===== src/rtl/rv32i_instr_encoder_loader.sv =====
// rv32i_instr_encoder_loader
// Packs an operation given in the 6-bit alu_control encoding, plus register
// and immediate fields, into a 32-bit RV32I instruction word and streams the
// words into instruction memory at consecutive word addresses.
//
// Ports:
//   clk_i, rst_ni             clock, asynchronous active-low reset
//   start_i / finish_i        one-cycle pulses opening / closing a load session
//   in_valid_i / in_ready_o   operation handshake
//   op_code_i, rd_i, rs1_i,   operation and fields (imm_i pre-shifted,
//   rs2_i, imm_i              bit 0 ignored for B/J, imm_i[31:12] for U)
//   imem_we_o/addr_o/wdata_o  instruction-memory write port
//   word_count_o, full_o      words written this session, count == DEPTH
//   illegal_o                 sticky: an unsupported op_code was accepted
//   done_o                    one-cycle pulse when a session closes
//
// state  | meaning
// S_IDLE | no session open, waiting for start
// S_LOAD | session open, accepting operations
// S_FULL | DEPTH words written, waiting for finish
module rv32i_instr_encoder_loader #(
    parameter int ADDR_W    = 8,
    parameter int DEPTH     = 256,
    parameter int BASE_ADDR = 0
) (
    input  logic              clk_i,
    input  logic              rst_ni,
    input  logic              start_i,
    input  logic              finish_i,
    input  logic              in_valid_i,
    output logic              in_ready_o,
    input  logic [5:0]        op_code_i,
    input  logic [4:0]        rd_i,
    input  logic [4:0]        rs1_i,
    input  logic [4:0]        rs2_i,
    input  logic [31:0]       imm_i,
    output logic              imem_we_o,
    output logic [ADDR_W-1:0] imem_addr_o,
    output logic [31:0]       imem_wdata_o,
    output logic [ADDR_W:0]   word_count_o,
    output logic              full_o,
    output logic              illegal_o,
    output logic              done_o
);

    localparam logic [ADDR_W:0]   DEPTH_C = (ADDR_W+1)'(DEPTH);
    localparam logic [ADDR_W-1:0] BASE_C  = ADDR_W'(BASE_ADDR);

    typedef enum logic [1:0] {S_IDLE, S_LOAD, S_FULL} state_t;

    state_t            state_q, state_d;
    logic [ADDR_W-1:0] ptr_q, ptr_d;
    logic [ADDR_W-1:0] addr_q, addr_d;
    logic [31:0]       wdata_q, wdata_d;
    logic [ADDR_W:0]   count_q, count_d;
    logic              we_q, we_d;
    logic              illegal_q, illegal_d;
    logic              done_q, done_d;

    logic [31:0] enc_word;
    logic        enc_legal;
    logic [2:0]  f3;
    logic [6:0]  f7;
    logic [11:0] imm12;
    logic        accept;
    logic        unused_imm;

    // Bit 0 of a B/J immediate is implied zero.
    assign unused_imm = imm_i[0];

    always_comb begin
        enc_word  = '0;
        enc_legal = 1'b1;
        f3        = 3'b000;
        f7        = 7'h00;
        imm12     = imm_i[11:0];
        case (op_code_i) inside
            [6'h01:6'h0A]: begin
                case (op_code_i)
                    6'h01, 6'h02: f3 = 3'b000;
                    6'h03:        f3 = 3'b001;
                    6'h04:        f3 = 3'b010;
                    6'h05:        f3 = 3'b011;
                    6'h06:        f3 = 3'b100;
                    6'h07, 6'h08: f3 = 3'b101;
                    6'h09:        f3 = 3'b110;
                    default:      f3 = 3'b111;
                endcase
                if (op_code_i == 6'h02 || op_code_i == 6'h08) f7 = 7'h20;
                enc_word = {f7, rs2_i, rs1_i, f3, rd_i, 7'b0110011};
            end
            [6'h0B:6'h12]: begin
                f3 = 3'(op_code_i - 6'h0B);
                // Shift-immediates carry only the 5-bit shift amount.
                if (op_code_i == 6'h0C || op_code_i == 6'h10) imm12 = {7'b0, imm_i[4:0]};
                enc_word = {imm12, rs1_i, f3, rd_i, 7'b0010011};
            end
            [6'h13:6'h17]: begin
                f3       = 3'(op_code_i - 6'h13);
                enc_word = {imm_i[11:0], rs1_i, f3, rd_i, 7'b0000011};
            end
            [6'h18:6'h1A]: begin
                case (op_code_i)
                    6'h18:   f3 = 3'b010;
                    6'h19:   f3 = 3'b110;
                    default: f3 = 3'b111;
                endcase
                enc_word = {imm_i[11:5], rs2_i, rs1_i, f3, imm_i[4:0], 7'b0100011};
            end
            [6'h1B:6'h20]: begin
                case (op_code_i)
                    6'h1B:   f3 = 3'b000;
                    6'h1C:   f3 = 3'b001;
                    6'h1D:   f3 = 3'b010;
                    6'h1E:   f3 = 3'b110;
                    6'h1F:   f3 = 3'b101;
                    default: f3 = 3'b100;
                endcase
                enc_word = {imm_i[12], imm_i[10:5], rs2_i, rs1_i, f3,
                            imm_i[4:1], imm_i[11], 7'b1100011};
            end
            6'h21: enc_word = {imm_i[31:12], rd_i, 7'b0110111};
            6'h22: enc_word = {imm_i[20], imm_i[10:1], imm_i[11], imm_i[19:12],
                               rd_i, 7'b1101111};
            default: enc_legal = 1'b0;
        endcase
    end

    assign full_o     = (count_q == DEPTH_C);
    assign in_ready_o = (state_q == S_LOAD) && !full_o && !finish_i;
    assign accept     = in_valid_i && in_ready_o;

    always_comb begin
        state_d   = state_q;
        ptr_d     = ptr_q;
        addr_d    = addr_q;
        wdata_d   = wdata_q;
        count_d   = count_q;
        we_d      = 1'b0;
        illegal_d = illegal_q;
        done_d    = 1'b0;
        case (state_q)
            S_IDLE: begin
                if (start_i) begin
                    state_d   = S_LOAD;
                    ptr_d     = BASE_C;
                    count_d   = '0;
                    illegal_d = 1'b0;
                end
            end
            S_LOAD: begin
                if (accept) begin
                    if (enc_legal) begin
                        we_d    = 1'b1;
                        addr_d  = ptr_q;
                        wdata_d = enc_word;
                        ptr_d   = ptr_q + 1'b1;
                        count_d = count_q + 1'b1;
                    end else begin
                        illegal_d = 1'b1;
                    end
                end
                if (finish_i) begin
                    state_d = S_IDLE;
                    done_d  = 1'b1;
                end else if (count_d == DEPTH_C) begin
                    state_d = S_FULL;
                end
            end
            S_FULL: begin
                if (finish_i) begin
                    state_d = S_IDLE;
                    done_d  = 1'b1;
                end
            end
            default: state_d = S_IDLE;
        endcase
    end

    always_ff @(posedge clk_i or negedge rst_ni) begin
        if (!rst_ni) begin
            state_q   <= S_IDLE;
            ptr_q     <= BASE_C;
            addr_q    <= BASE_C;
            wdata_q   <= '0;
            count_q   <= '0;
            we_q      <= 1'b0;
            illegal_q <= 1'b0;
            done_q    <= 1'b0;
        end else begin
            state_q   <= state_d;
            ptr_q     <= ptr_d;
            addr_q    <= addr_d;
            wdata_q   <= wdata_d;
            count_q   <= count_d;
            we_q      <= we_d;
            illegal_q <= illegal_d;
            done_q    <= done_d;
        end
    end

    assign imem_we_o    = we_q;
    assign imem_addr_o  = addr_q;
    assign imem_wdata_o = wdata_q;
    assign word_count_o = count_q;
    assign illegal_o    = illegal_q;
    assign done_o       = done_q;

endmodule


===== config.mk =====
export PLATFORM = sky130hd
export DESIGN_NAME = rv32i_instr_encoder_loader
export DESIGN_NICKNAME = d
export VERILOG_FILES = /design/src/rtl/rv32i_instr_encoder_loader.sv
export SDC_FILE = /design/constraint.sdc
export NUM_CORES = 1
export LEC_CHECK = 0
export ABC_AREA = 1
export BUFFER_PORTS_ARGS = -buffer_cell sky130_fd_sc_hd__buf_2
export CAP_MARGIN = 20
export CORE_MARGIN = 1.5
export CORE_UTILIZATION = 48
export CTS_CLUSTER_DIAMETER = 150
export DETAILED_ROUTE_END_ITERATION = 6
export PLACE_DENSITY = 0.78
export SLEW_MARGIN = 20
export SYNTH_ARGS = -nofsm -noshare
export SYNTH_HDL_FRONTEND = slang
export SYNTH_SLANG_ARGS = --single-unit

===== constraint.sdc =====
create_clock -name clk_i -period 2.1 [get_ports clk_i]
set_input_delay 0 -clock clk_i [delete_from_list [all_inputs] [get_ports clk_i]]
set_output_delay 0 -clock clk_i [all_outputs]
set_load 0.05 [all_outputs]

==> results of run 1 <==
## path summary, 6_finish.rpt
kind | startpoint | to | depth (start not counted)
min in group asynchronous | rst_ni | imem_addr_o[4]$_DFFE_PN0P_ | 2
worst max register to register | word_count_o[0]$_DFFE_PN0P_ | state_q[0]$_DFFE_PN0P_ | 15
max in group asynchronous | rst_ni | imem_wdata_o[8]$_DFFE_PN0P_ | 3
worst min-delay path | imm_i[0] | imem_wdata_o[7]$_DFFE_PN0P_ | 3
worst min register to register | imem_addr_o[1]$_DFFE_PN0P_ | imem_addr_o[1]$_DFFE_PN0P_ | 2
worst max-delay path | word_count_o[0]$_DFFE_PN0P_ | state_q[0]$_DFFE_PN0P_ | 15
## placed cells by master (no fill, tap or decap), types with 5 or more instances in the layout
cell type	count
clkbuf_8	10
a21oi_1	31
o21ai_0	33
inv_2	15
nand3_2	8
nor2_1	54
nand4_1	5
dlygate4sd3_1	28
o21ai_1	8
dfrtp_1	59
ha_1	7
a31oi_1	10
nand2_1	104
nand2_2	11
a22oi_1	6
o22ai_1	9
buf_2	112
inv_1	50
nand2_4	5
nor2_2	10
nand3_1	24
buf_4	37
## cells by family (layout without fill, tap and decap cells)
family,after synthesis,in the layout,share of synthesized area
adder cells (fa/ha/maj),10,10,0.0322
AO/OA/AOI/OAI,115,115,0.176
XOR/XNOR,1,1,0.00225
AND/OR/NAND/NOR,245,245,0.309
buffers and inverters,81,262,0.0882
flip-flops,61,61,0.393
## where the power goes
| part | switching [mW] | total, mW | internal [mW] |
|---|---|---|---|
| registers | 0.219 | 1.77 | 1.55 |
| clock network | 0.477 | 1.05 | 0.575 |
| logic | 2.57 | 3.64 | 1.07 |
| total | 3.26 | 6.46 | 3.20 |
## worst register-to-register path: stages, from the launching register on
cell and delay, ps:
dfrtp_2 410, inv_2 80, ha_4 130, nand2_2 50
inv_2 50, nand4_1 150, nand3_4 190, clkinvlp_4 230
nand2_4 130, nand2_2 60, nand2_2 90, nand3_2 80
nor2_2 120, nand4_2 120, nand3_1 110, nand2_1 50
## metrics by stage
step	utilization	setup WS, ps	setup TNS [ps]
after floorplan	-	-54.4	-63.3
after global placement	0.611	29.0	0
after detailed placement	0.611	-86.8	-94.0
after CTS	0.677	4.31	0
after global routing	0.695	-216	-2190
final	0.695	-56.8	-119
## layout make-up
cell class / count / share of cell area
multi-input cells: 371 / 0.397
inverters: 67 / 0.0477
repair buffers: 179 / 0.211
clock inverters: 6 / 0.0116
flip-flops and latches: 61 / 0.283
well taps: 102 / 0.0236
clock buffers: 10 / 0.0255
## cells in the mapped netlist (all sizes together)
cell type    n
or2          1
nand3       35
nor4         1
inv         67
nand3b       1
a21o         1
a21boi       1
nor3b        2
nor3         8
xor2         1
dfrtp       61
a2111oi      1
o211ai       2
a32o         1
a31oi       10
ha          10
nand2      120
nand4        7
o31ai        1
a22oi        6
o2111ai      1
nor2        70
a221oi       1
buf         12
a41oi        1
o21ai       44
o22ai        9
o221ai       1
a21oi       33
a211oi       1
a22o         1
clkbuf       2
## state kept, by name, summed over array words and instances, names as in the netlist
register,cells
imem_wdata_o,31
word_count_o,9
imem_addr_o,8
ptr_q,8
state_q,2
done_o,1
illegal_o,1
imem_we_o,1
## routing by layer
metal	part of all wire	track usage	wire length, um	vias to the layer above
li1	-	-	-	2054
met1	0.41	0.356	5080	2057
met2	0.49	0.470	6020	204
met3	0.072	0.0411	887	35
met4	0.028	0.112	349	0
met5	0	0	0	-
## what timing repair did
item / in CTS / in global routing
endpoints found under the setup margin: 4 / 35
gates resized for setup: 4 / 25
cloned: 0 / 1
endpoints found under the hold margin: 78 / 0
pin swaps: 2 / 17
hold buffers: 28 / 0
setup buffers: 2 / 7
==> metrics.yaml, run 1 <==
outcome:
  status: "complete, but fails checks"
  violations: "setup timing"
logic_synthesis:
  synth_seq_cells: 61
  yosysTopAreaCellShare: 0.393
  synthTopCellsByArea: "dfrtp_1 (39%), nand2_1 (11%), nor2_1 (5.6%)"
  yosysUniqueCellTypes: 49
  syn-num-nets: 581
  yosysTopAreaCell: "dfrtp_1"
  syn_inst: 513
  synth_seq_area_share: 0.393
  netlist_area_sq_um: 3880
  yosysWarnings: 0
  synth_area_per_cell_sq_um: 7.57
finish:
  area_growth_pct: 39.0
  multi_input_area_sq_um: 2150
  stdcell_count: 796
  insertedDiodeCount: 0
  nNetsFinal: 757
  num-fill-cells: 632
  drive_gt1_frac: 0.353
  stdcell_area_sq_um: 5400
  register_area_sq_um: 1530
critical_path:
  cp_slowest_stage_delay_ps: 410
  crit_fanout: 6
  arrival_ps: 2390
  critPathTopFamily: "simple AND/OR/NAND/NOR gates"
  r2r_setup_slack_ps: -60
  cp-start-kind: "flop"
  worstPathRequired_ps: 2330
  path_class: "reg2reg"
  path_cells: "inv_2, ha_4, nand2_2, inv_2, nand4_1, nand3_4, clkinvlp_4, nand2_4, nand2_2, nand2_2, nand3_2, nor2_2, nand4_2, nand3_1, nand2_1"
  cp.buffers_inverters: 3
  cp_slowest_cell: "dfrtp_2"
  critical_path.endpoint_type: "flop"
  cp_common_cell: "nand2_2"
cts:
  htree_levels: 3
  clk_pin_slew_ps: 70
  cts_buffer_depth: 2
  clockRootBuffer: "clkbuf_8"
  clk-insertion-delay-late_ps: 340
  cts.sink_count: 61
  cts_buffers: 9
  cts_tree: "yes"
floorplan:
  rows: 32
  initial_core_util: 0.500
  chipWidth_um: 93.0
  core_area_sq_um: 7770
  io_pins: 112
  dieHeight_um: 93.0
  die-area_sq_um: 8640
sta:
  finalSetupViolCount: 4
  fmax_mhz: 464
  worst_pin_slew_ps: 591
  period_minus_slack_ps: 2160
  relSlewSlack: 0.596
  hold_viol: 0
  slew_violations: 0
  fin_ws_ps: -56.8
  rsz0062_at_grt: "yes"
  skew_ps: 9.24
  holdWs_ps: 2.05
  fin_crit_sh: 1.03
hold_path:
  hold_class: "in2reg"
grt:
  grt_pass1_wl_um: 18800
  antenna_found_initial: 0
  grt_pass1_vias: 4114
  grt_overflow_total: 0
  grt_start_max_net_pins: 34
  grtUsageTotal: 0.279
placed_design:
  placed_area_sq_um: 4750
  placedCellCount: 743
  place_congestion: 1.03
  io_buffers: 111
  dp_hpwl_um: 8830
power_and_ir_drop:
  design_power_total_mw: 6.46
  power_density_nw_per_um2: 1200
  power_leakage_nw: 2.75
  vdd_drop_max_mv: 0.731
detailed_routing:
  first_pass_iters: 5
  drc: 0
  vias_per_cell: 5.46
  drtAntennaViolNets: 0
  vias: 4350
  wl_um: 12300
  wl_per_cell_um: 15.5
  drt_iter0_drc: 239
flow_run:
  drv_cap: 0
Note: power is estimated with default switching activity, not from simulation.
==> inputs of run 2 (changes only) <==
--- a/config.mk
+++ b/config.mk
@@ -5,14 +5,13 @@
 export SDC_FILE = /design/constraint.sdc
 export NUM_CORES = 1
 export LEC_CHECK = 0
-export ABC_AREA = 1
 export BUFFER_PORTS_ARGS = -buffer_cell sky130_fd_sc_hd__buf_2
 export CAP_MARGIN = 20
 export CORE_MARGIN = 1.5
-export CORE_UTILIZATION = 48
+export CORE_UTILIZATION = 47
 export CTS_CLUSTER_DIAMETER = 150
 export DETAILED_ROUTE_END_ITERATION = 6
-export PLACE_DENSITY = 0.78
+export PLACE_DENSITY = 0.77
 export SLEW_MARGIN = 20
 export SYNTH_ARGS = -nofsm -noshare
 export SYNTH_HDL_FRONTEND = slang
==> run 2 against run 1 <==
The run ends with hold timing, setup timing left. Sequential cell count stayed put. Critical path depth is 7 lower. Sequential power hardly changed. Critical path type unchanged. Largest power group unchanged. Highest routed layer unchanged.
==> metrics.yaml, run 2 <==
outcome:
  status: "complete, but fails checks"  # unchanged
  violations: "hold timing, setup timing"  # was setup timing
placed_design:
  placed_area_sq_um: 4790  # was 4750 sq um
  place_congestion: 0.929  # was 1.03
  io_buffers: 111  # unchanged
  dp_hpwl_um: 8370  # was 8830 um
  placedCellCount: 666  # was 743
  pre_cts_slack_ps: -116  # was -86.8 ps
finish:
  final_common_cell: "buf_2"  # unchanged
  area_growth_pct: 48.1  # was 39.0%
  drive_gt1_frac: 0.407  # was 0.353
  fin_util: 0.722  # was 0.695
  nNetsFinal: 685  # was 757
  layout_common_cells: "buf_2 (111), nand2_1 (60), buf_4 (59)"  # was buf_2 (112), nand2_1 (104), dfrtp_1 (59)
  largest_reg_flops: 31  # unchanged
  insertedDiodeCount: 0  # unchanged
  stdcell_area_sq_um: 5580  # was 5400 sq um
  stdcell_count: 724  # was 796
critical_path:
  worstPathRequired_ps: 2330  # about the same
  rr_startpoint: "word_count_o[6]$_DFFE_PN0P_"  # was word_count_o[0]$_DFFE_PN0P_
  arrival_ps: 2470  # was 2390 ps
  r2r-end: "state_q[0]$_DFFE_PN0P_"  # unchanged
  cp-start-kind: "flop"  # unchanged
  r2r_setup_slack_ps: -150  # was -60 ps
  critical_path.endpoint_type: "flop"  # unchanged
  reg2reg_depth: 8  # was 15
  cp-startpoint: "word_count_o[6]$_DFFE_PN0P_"  # was word_count_o[0]$_DFFE_PN0P_
  crit_fanout: 5  # was 6
  path_class: "reg2reg"  # unchanged
  cp-endpoint: "state_q[0]$_DFFE_PN0P_"  # unchanged
sta:
  relSlewSlack: 0.394  # was 0.596
  hold_viol: 1  # was 0
  fin_crit_sh: 1.07  # was 1.03
  skew_ps: 13.4  # was 9.24 ps
  fin_ws_ps: -146  # was -56.8 ps
  rsz0062_at_grt: "yes"  # unchanged
  slew_violations: 0  # unchanged
  holdWs_ps: -2.54  # was 2.05 ps
  fmax_mhz: 445  # was 464 MHz
  period_minus_slack_ps: 2250  # was 2160 ps
  worst_pin_slew_ps: 909  # was 591 ps
  finalSetupViolCount: 7  # was 4
cts:
  clk_pin_slew_ps: 80  # was 70 ps
  clockRootBuffer: "clkbuf_8"  # unchanged
  cts.sink_count: 61  # unchanged
  cts_buffer_depth: 2  # unchanged
  cts_tree: "yes"  # unchanged
  cts_buffers: 9  # unchanged
  htree_levels: 3  # unchanged
  clk-insertion-delay-late_ps: 340  # about the same
floorplan:
  chipWidth_um: 92.5  # was 93.0 um
  dieHeight_um: 92.5  # was 93.0 um
  rows: 32  # unchanged
  initial_core_util: 0.487  # was 0.500
  io_pins: 112  # unchanged
  die-area_sq_um: 8560  # was 8640 sq um
  core_area_sq_um: 7730  # was 7770 sq um
power_and_ir_drop:
  pwr-share-comb: 0.507  # was 0.563
  p_seq_frac: 0.308  # was 0.274
  power_density_nw_per_um2: 1020  # was 1200 nW/um^2
  switching_share: 0.482  # was 0.505
  vdd_drop_max_mv: 0.520  # was 0.731 mV
  p_switching_mw: 2.75  # was 3.26 mW
  power_leakage_nw: 2.69  # was 2.75 nW
  p_int_mw: 2.95  # was 3.20 mW
  clkPwrFrac: 0.186  # was 0.163
grt:
  use_met2: 0.503  # was 0.470
  grt_pass1_vias: 4177  # was 4,114
  grt_overflow_total: 0  # unchanged
  grt_pass1_wl_um: 19700  # was 18,800 um
  grtUsageTotal: 0.292  # was 0.279
  antenna_found_initial: 0  # unchanged
  grt_use_met1: 0.368  # was 0.356
  grt_start_max_net_pins: 38  # was 34
  use_met3: 0.0476  # was 0.0411
  gr-max-usage-layer: "met2"  # unchanged
logic_synthesis:
  syn-num-nets: 494  # was 581
  synth_edf_count: 0  # unchanged
  synth_area_per_cell_sq_um: 8.84  # was 7.57 sq um
  synth_seq_area_share: 0.405  # was 0.393
  synthTopCellsByArea: "dfrtp_1 (41%), nand2_1 (6.1%), nor2_1 (5.9%)"  # was dfrtp_1 (39%), nand2_1 (11%), nor2_1 (5.6%)
  synth_seq_cells: 61  # unchanged
  syn_inst: 426  # was 513
  yosysUniqueCellTypes: 70  # was 49
  netlist_area_sq_um: 3770  # was 3880 sq um
  synth_common_cells: "dfrtp_1 (61), nand2_1 (61), nor2_1 (59)"  # was nand2_1 (111), dfrtp_1 (61), nor2_1 (58)
  yosysTopAreaCell: "dfrtp_1"  # unchanged
  yosysWarnings: 0  # unchanged
  synth_ff_type: "dfrtp_1"  # unchanged
  yosysTopAreaCellShare: 0.405  # was 0.393
  synth-async-reset-ratio: 1.00  # unchanged
detailed_routing:
  drt_iter0_drc: 200  # was 239
  wl_per_cell_um: 17.1  # was 15.5 um
  drtAntennaViolNets: 0  # unchanged
  vias: 4104  # was 4,350
  wl_um: 12400  # was 12,300 um
  vias_per_cell: 5.67  # was 5.46
  first_pass_iters: 6  # was 5
  drc: 0  # unchanged
flow_run:
  drv_cap: 0  # unchanged
hold_path:
  hold_class: "in2reg"  # unchanged
run 2: cell types whose count changed after synthesis, moves of 12 or more:
cell | before | now
clkbuf_1 | 2 | 14
nand3_1 | 28 | 5
nand2_1 | 111 | 61
inv_1 | 57 | 11
a221oi_1 | 1 | 14
o21ai_0 | 33 | 20
a21oi_1 | 31 | 17
run 2: per-layer routing:
metal  vias up  part of all wire
met5         -                 0
met4         0             0.032
met3        42             0.063
met2       192              0.49
met1      1950              0.41
li1       1920                 -
run 2: cells by family (layout without fill, tap and decap cells):
| logic type | count (synthesis) | after routing | synth area share |
|---|---|---|---|
| fa+ha+maj | 10 | 10 | 0.0332 |
| flops | 61 | 61 | 0.405 |
| compound gates | 108 | 108 | 0.210 |
| mux | 16 | 16 | 0.0452 |
| buf+inv | 41 | 237 | 0.0528 |
| xor+xnor | 10 | 10 | 0.0233 |
| simple gates | 180 | 180 | 0.231 |
run 2: timing repair:
item | 4_1_cts | 5_1_grt
endpoints found under the setup margin | 19 | 31
pin swaps | 5 | 8
setup buffers | 4 | 4
endpoints found under the hold margin | 57 | 0
gates resized for setup | 18 | 20
hold buffers | 35 | 0
run 2: how the worst min path moves through the flow:
| stage | endpoint | from | slack (ps) | depth (start not counted) |
|---|---|---|---|---|
| after floorplan | done_o$_DFF_PN0_ | rst_ni | -300 | 0 |
| after global placement | imem_wdata_o[30]$_DFFE_PN0P_ | rst_ni | 170 | 1 |
| after detailed placement | imem_wdata_o[6]$_DFFE_PN0P_ | rst_ni | 180 | 1 |
| after CTS | imem_wdata_o[28]$_DFFE_PN0P_ | imm_i[28] | 10 | 3 |
| after global routing | imem_wdata_o[28]$_DFFE_PN0P_ | imm_i[28] | 10 | 3 |
| final | imem_wdata_o[28]$_DFFE_PN0P_ | imm_i[28] | -3 | 3 |
run 2: layout make-up:
cell class	count	area [sq um]
clock buffer	9	124
clock inverter	7	75.1
fill	578	2150
inverter	12	50.0
multi-input combinational	324	2260
sequential	61	1540
tap	102	128
timing repair buffer	209	1410
run 2: per-stage QoR:
stage	setup TNS, ps	total power, mW
2_1_floorplan	-181	3.64
3_3_place_gp	0	4.32
3_5_place_dp	-269	4.40
4_1_cts	-276	5.60
5_1_grt	-1300	5.95
6_report	-326	5.69
run 2: worst max-delay path, cell delays in order, from the launching register on:
cell	delay [ps]
dfrtp_2	420
nor4b_4	410
a31oi_4	150
inv_2	120
a31o_2	180
clkinv_4	100
mux2i_4	200
a32oi_2	220
mux2_4	330
run 2: power groups by stage:
stage	Combinational, mW	Sequential, mW	Clock (mW)
after detailed placement	2.65	1.75	0
final	2.88	1.75	1.06
after CTS	2.79	1.73	1.07
after global routing	3.04	1.78	1.13
after floorplan	0.850	2.79	0
after global placement	2.59	1.72	0
==> inputs of run 3 (changes only) <==
--- a/config.mk
+++ b/config.mk
@@ -8,10 +8,10 @@
 export BUFFER_PORTS_ARGS = -buffer_cell sky130_fd_sc_hd__buf_2
 export CAP_MARGIN = 20
 export CORE_MARGIN = 1.5
-export CORE_UTILIZATION = 47
+export CORE_UTILIZATION = 56
 export CTS_CLUSTER_DIAMETER = 150
 export DETAILED_ROUTE_END_ITERATION = 6
-export PLACE_DENSITY = 0.77
+export PLACE_DENSITY = 0.86
 export SLEW_MARGIN = 20
 export SYNTH_ARGS = -nofsm -noshare
 export SYNTH_HDL_FRONTEND = slang
==> constraint.sdc (replaced) <==
create_clock -name clk_i -period 2.7 [get_ports clk_i]
set_input_delay 0 -clock clk_i [delete_from_list [all_inputs] [get_ports clk_i]]
set_output_delay 0 -clock clk_i [all_outputs]
set_load 0.05 [all_outputs]
==> run 3 against run 2 <==
The flow finishes with violations (DRC). Clock-buffer cell count rose by 2. Sequential share of layout area grew 3.1 points. Design area fell by 11%. Fmax shrank 13%. Sequential cell count stayed put. Sequential power decreased by 21%. Clock skew hardly changed. Via count is 2.4% lower.
==> metrics.yaml, run 3 (same netlist as run 2, synthesis figures left out) <==
critical_path:
  critPathTopFamily: "buffers and inverters"  # was compound AO/OA/AOI/OAI gates
  crit_fanout: 52  # was 5
  path_class: "reg2reg"  # unchanged
  cp-start-kind: "flop"  # unchanged
  cp.buffers_inverters: 4  # was 2
  critical_path.endpoint_type: "flop"  # unchanged
  worstPathRequired_ps: 2940  # was 2330 ps
  cp_slowest_stage_delay_ps: 620  # was 420 ps
  path_cells: "inv_1, ha_1, nand3b_1, a31oi_2, inv_1, a31o_2, buf_12, a221oi_1, dlygate4sd3_1, nor2_1"  # was nor4b_4, a31oi_4, inv_2, a31o_2, clkinv_4, mux2i_4, a32oi_2, mux2_4
  arrival_ps: 2810  # was 2470 ps
  cp_common_cell: "inv_1"
  cp_slowest_cell: "dlygate4sd3_1"  # was dfrtp_2
detailed_routing:
  vias: 4006  # was 4,104
  first_pass_iters: 7  # was 6
  vias_per_cell: 6.19  # was 5.67
  drt_iter0_drc: 293  # was 200
  drc: 10  # was 0
  wl_um: 12200  # was 12,400 um
  drtAntennaViolNets: 0  # unchanged
  wl_per_cell_um: 18.9  # was 17.1 um
sta:
  fin_ws_ps: 127  # was -146 ps
  rsz0062_at_grt: "no"  # was yes
  fin_crit_sh: 0.953  # was 1.07
  hold_viol: 0  # was 1
  fmax_mhz: 389  # was 445 MHz
  worst_pin_slew_ps: 760  # was 909 ps
  relSlewSlack: 0.492  # was 0.394
  period_minus_slack_ps: 2570  # was 2250 ps
  skew_ps: 13.6  # was 13.4 ps
  holdWs_ps: 33.4  # was -2.54 ps
  fin_setup_tns_ps: 0  # was -326 ps
  finalSetupViolCount: 0  # was 7
  slew_violations: 0  # unchanged
cts:
  post-cts-setup-buffers: 0  # was 4
  cts.sink_count: 61  # unchanged
  cts_buffers: 9  # unchanged
  clk_pin_slew_ps: 70  # was 80 ps
  clk-insertion-delay-late_ps: 350  # was 340 ps
  cts_buffer_depth: 2  # unchanged
  cts_tree: "yes"  # unchanged
  htree_levels: 3  # unchanged
  clockRootBuffer: "clkbuf_8"  # unchanged
flow_run:
  drv_cap: 0  # unchanged
finish:
  num-fill-cells: 402  # was 578
  layout_common_cells: "buf_2 (111), nand2_1 (61), dfrtp_1 (60)"  # was buf_2 (111), nand2_1 (60), buf_4 (59)
  area_growth_pct: 32.5  # was 48.1%
  drive_gt1_frac: 0.289  # was 0.407
  nNetsFinal: 634  # was 685
  insertedDiodeCount: 0  # unchanged
  final_common_cell: "buf_2"  # unchanged
  register_area_sq_um: 1530  # was 1540 sq um
  multi_input_area_sq_um: 2060  # was 2260 sq um
  largest_reg_flops: 31  # unchanged
grt:
  grt_pass1_wl_um: 19200  # was 19,700 um
  grtUsageTotal: 0.341  # was 0.292
  antenna_found_initial: 0  # unchanged
  grt_pass1_vias: 3910  # was 4,177
  grt_overflow_total: 0  # unchanged
  grt_start_max_net_pins: 53  # was 38
floorplan:
  rows: 29  # was 32
  core_area_sq_um: 6420  # was 7730 sq um
  die-area_sq_um: 7230  # was 8560 sq um
  dieHeight_um: 85.0  # was 92.5 um
  initial_core_util: 0.586  # was 0.487
  chipWidth_um: 85.0  # was 92.5 um
  io_pins: 112  # unchanged
power_and_ir_drop:
  design_power_total_mw: 4.49  # was 5.69 mW
  power_leakage_nw: 2.45  # was 2.69 nW
  vdd_drop_max_mv: 0.510  # was 0.520 mV
  power_density_nw_per_um2: 900  # was 1020 nW/um^2
placed_design:
  pre_cts_slack_ps: 202  # was -116 ps
  io_buffers: 111  # unchanged
  place_congestion: 0.909  # was 0.929
  dp_hpwl_um: 7410  # was 8370 um
outcome:
  status: "complete, but fails checks"  # unchanged
  violations: "DRC"  # was hold timing, setup timing
hold_path:
  hold_class: "in2reg"  # unchanged
==> run 3: changes by cell type in the layout (fill, tap and decap cells not counted), sizes merged <==
cell	before	now
dlygate4sd3	35	33
bufinv	1	3
buf	174	125
clkinv	6	2
clkbuf	9	11
inv	12	11
==> run 3: metrics by stage <==
step | instance area, sq um | util | cells
detailed placement | 4390 | 0.683 | 599
global route | 4990 | 0.777 | 647
finish | 4990 | 0.777 | 647
floorplan | 3770 | - | 426
global placement | 4390 | 0.683 | 599
CTS | 4970 | 0.774 | 648
==> run 3: worst paths after layout <==
check / startpoint / endpoint / slack [ps] / cells past startpoint
min in group asynchronous: rst_ni / word_count_o[1]$_DFFE_PN0P_ / 80 / 2
max in group asynchronous: rst_ni / ptr_q[4]$_DFFE_PN0P_ / 1670 / 3
worst max-delay path: state_q[1]$_DFFE_PN0P_ / imem_wdata_o[17]$_DFFE_PN0P_ / 130 / 10
worst min-delay path: imm_i[10] / imem_wdata_o[30]$_DFFE_PN0P_ / 30 / 4
worst min register to register: imem_addr_o[4]$_DFFE_PN0P_ / imem_addr_o[4]$_DFFE_PN0P_ / 470 / 2
worst max register to register: state_q[1]$_DFFE_PN0P_ / imem_wdata_o[17]$_DFFE_PN0P_ / 130 / 10
==> run 3: timing repair <==
| item | in CTS | in global routing |
|---|---|---|
| setup endpoints to repair | 0 | 9 |
| hold endpoints to repair | 30 | 0 |
| hold buffers | 34 | 0 |
| gates resized for setup | 0 | 5 |
==> run 3: worst register-to-register path: stages (launching register included) <==
cell and delay, ps:
dfrtp_1 400, inv_1 100, ha_1 170, nand3b_1 100, a31oi_2 190, inv_1 110
a31o_2 270, buf_12 200, a221oi_1 260, dlygate4sd3_1 620, nor2_1 40
==> run 3: report_power, final <==
group	total, mW	switching, mW	leakage (nW)	internal [mW]
sequential	1.39	0.212	0.790	1.18
clock	1.04	0.381	0.125	0.658
combinational	2.06	1.51	1.53	0.548
total	4.49	2.10	2.45	2.38
==> run 3: layout make-up <==
| type | count | area share |
|---|---|---|
| Clock inverter | 4 | 0.0191 |
| Timing Repair Buffer | 158 | 0.201 |
| Tap cell | 77 | 0.0193 |
| Clock buffer | 11 | 0.0303 |
| Multi-Input combinational cell | 324 | 0.414 |
| Sequential cell | 61 | 0.306 |
| Inverter | 12 | 0.0100 |
==> run 3: layer usage <==
layer	routed length, um	vias up	GRT usage
met1	4850	1913	0.428
met2	5930	222	0.563
li1	-	1813	-
met5	0	-	0
met3	901	58	0.0759
met4	528	0	0.154
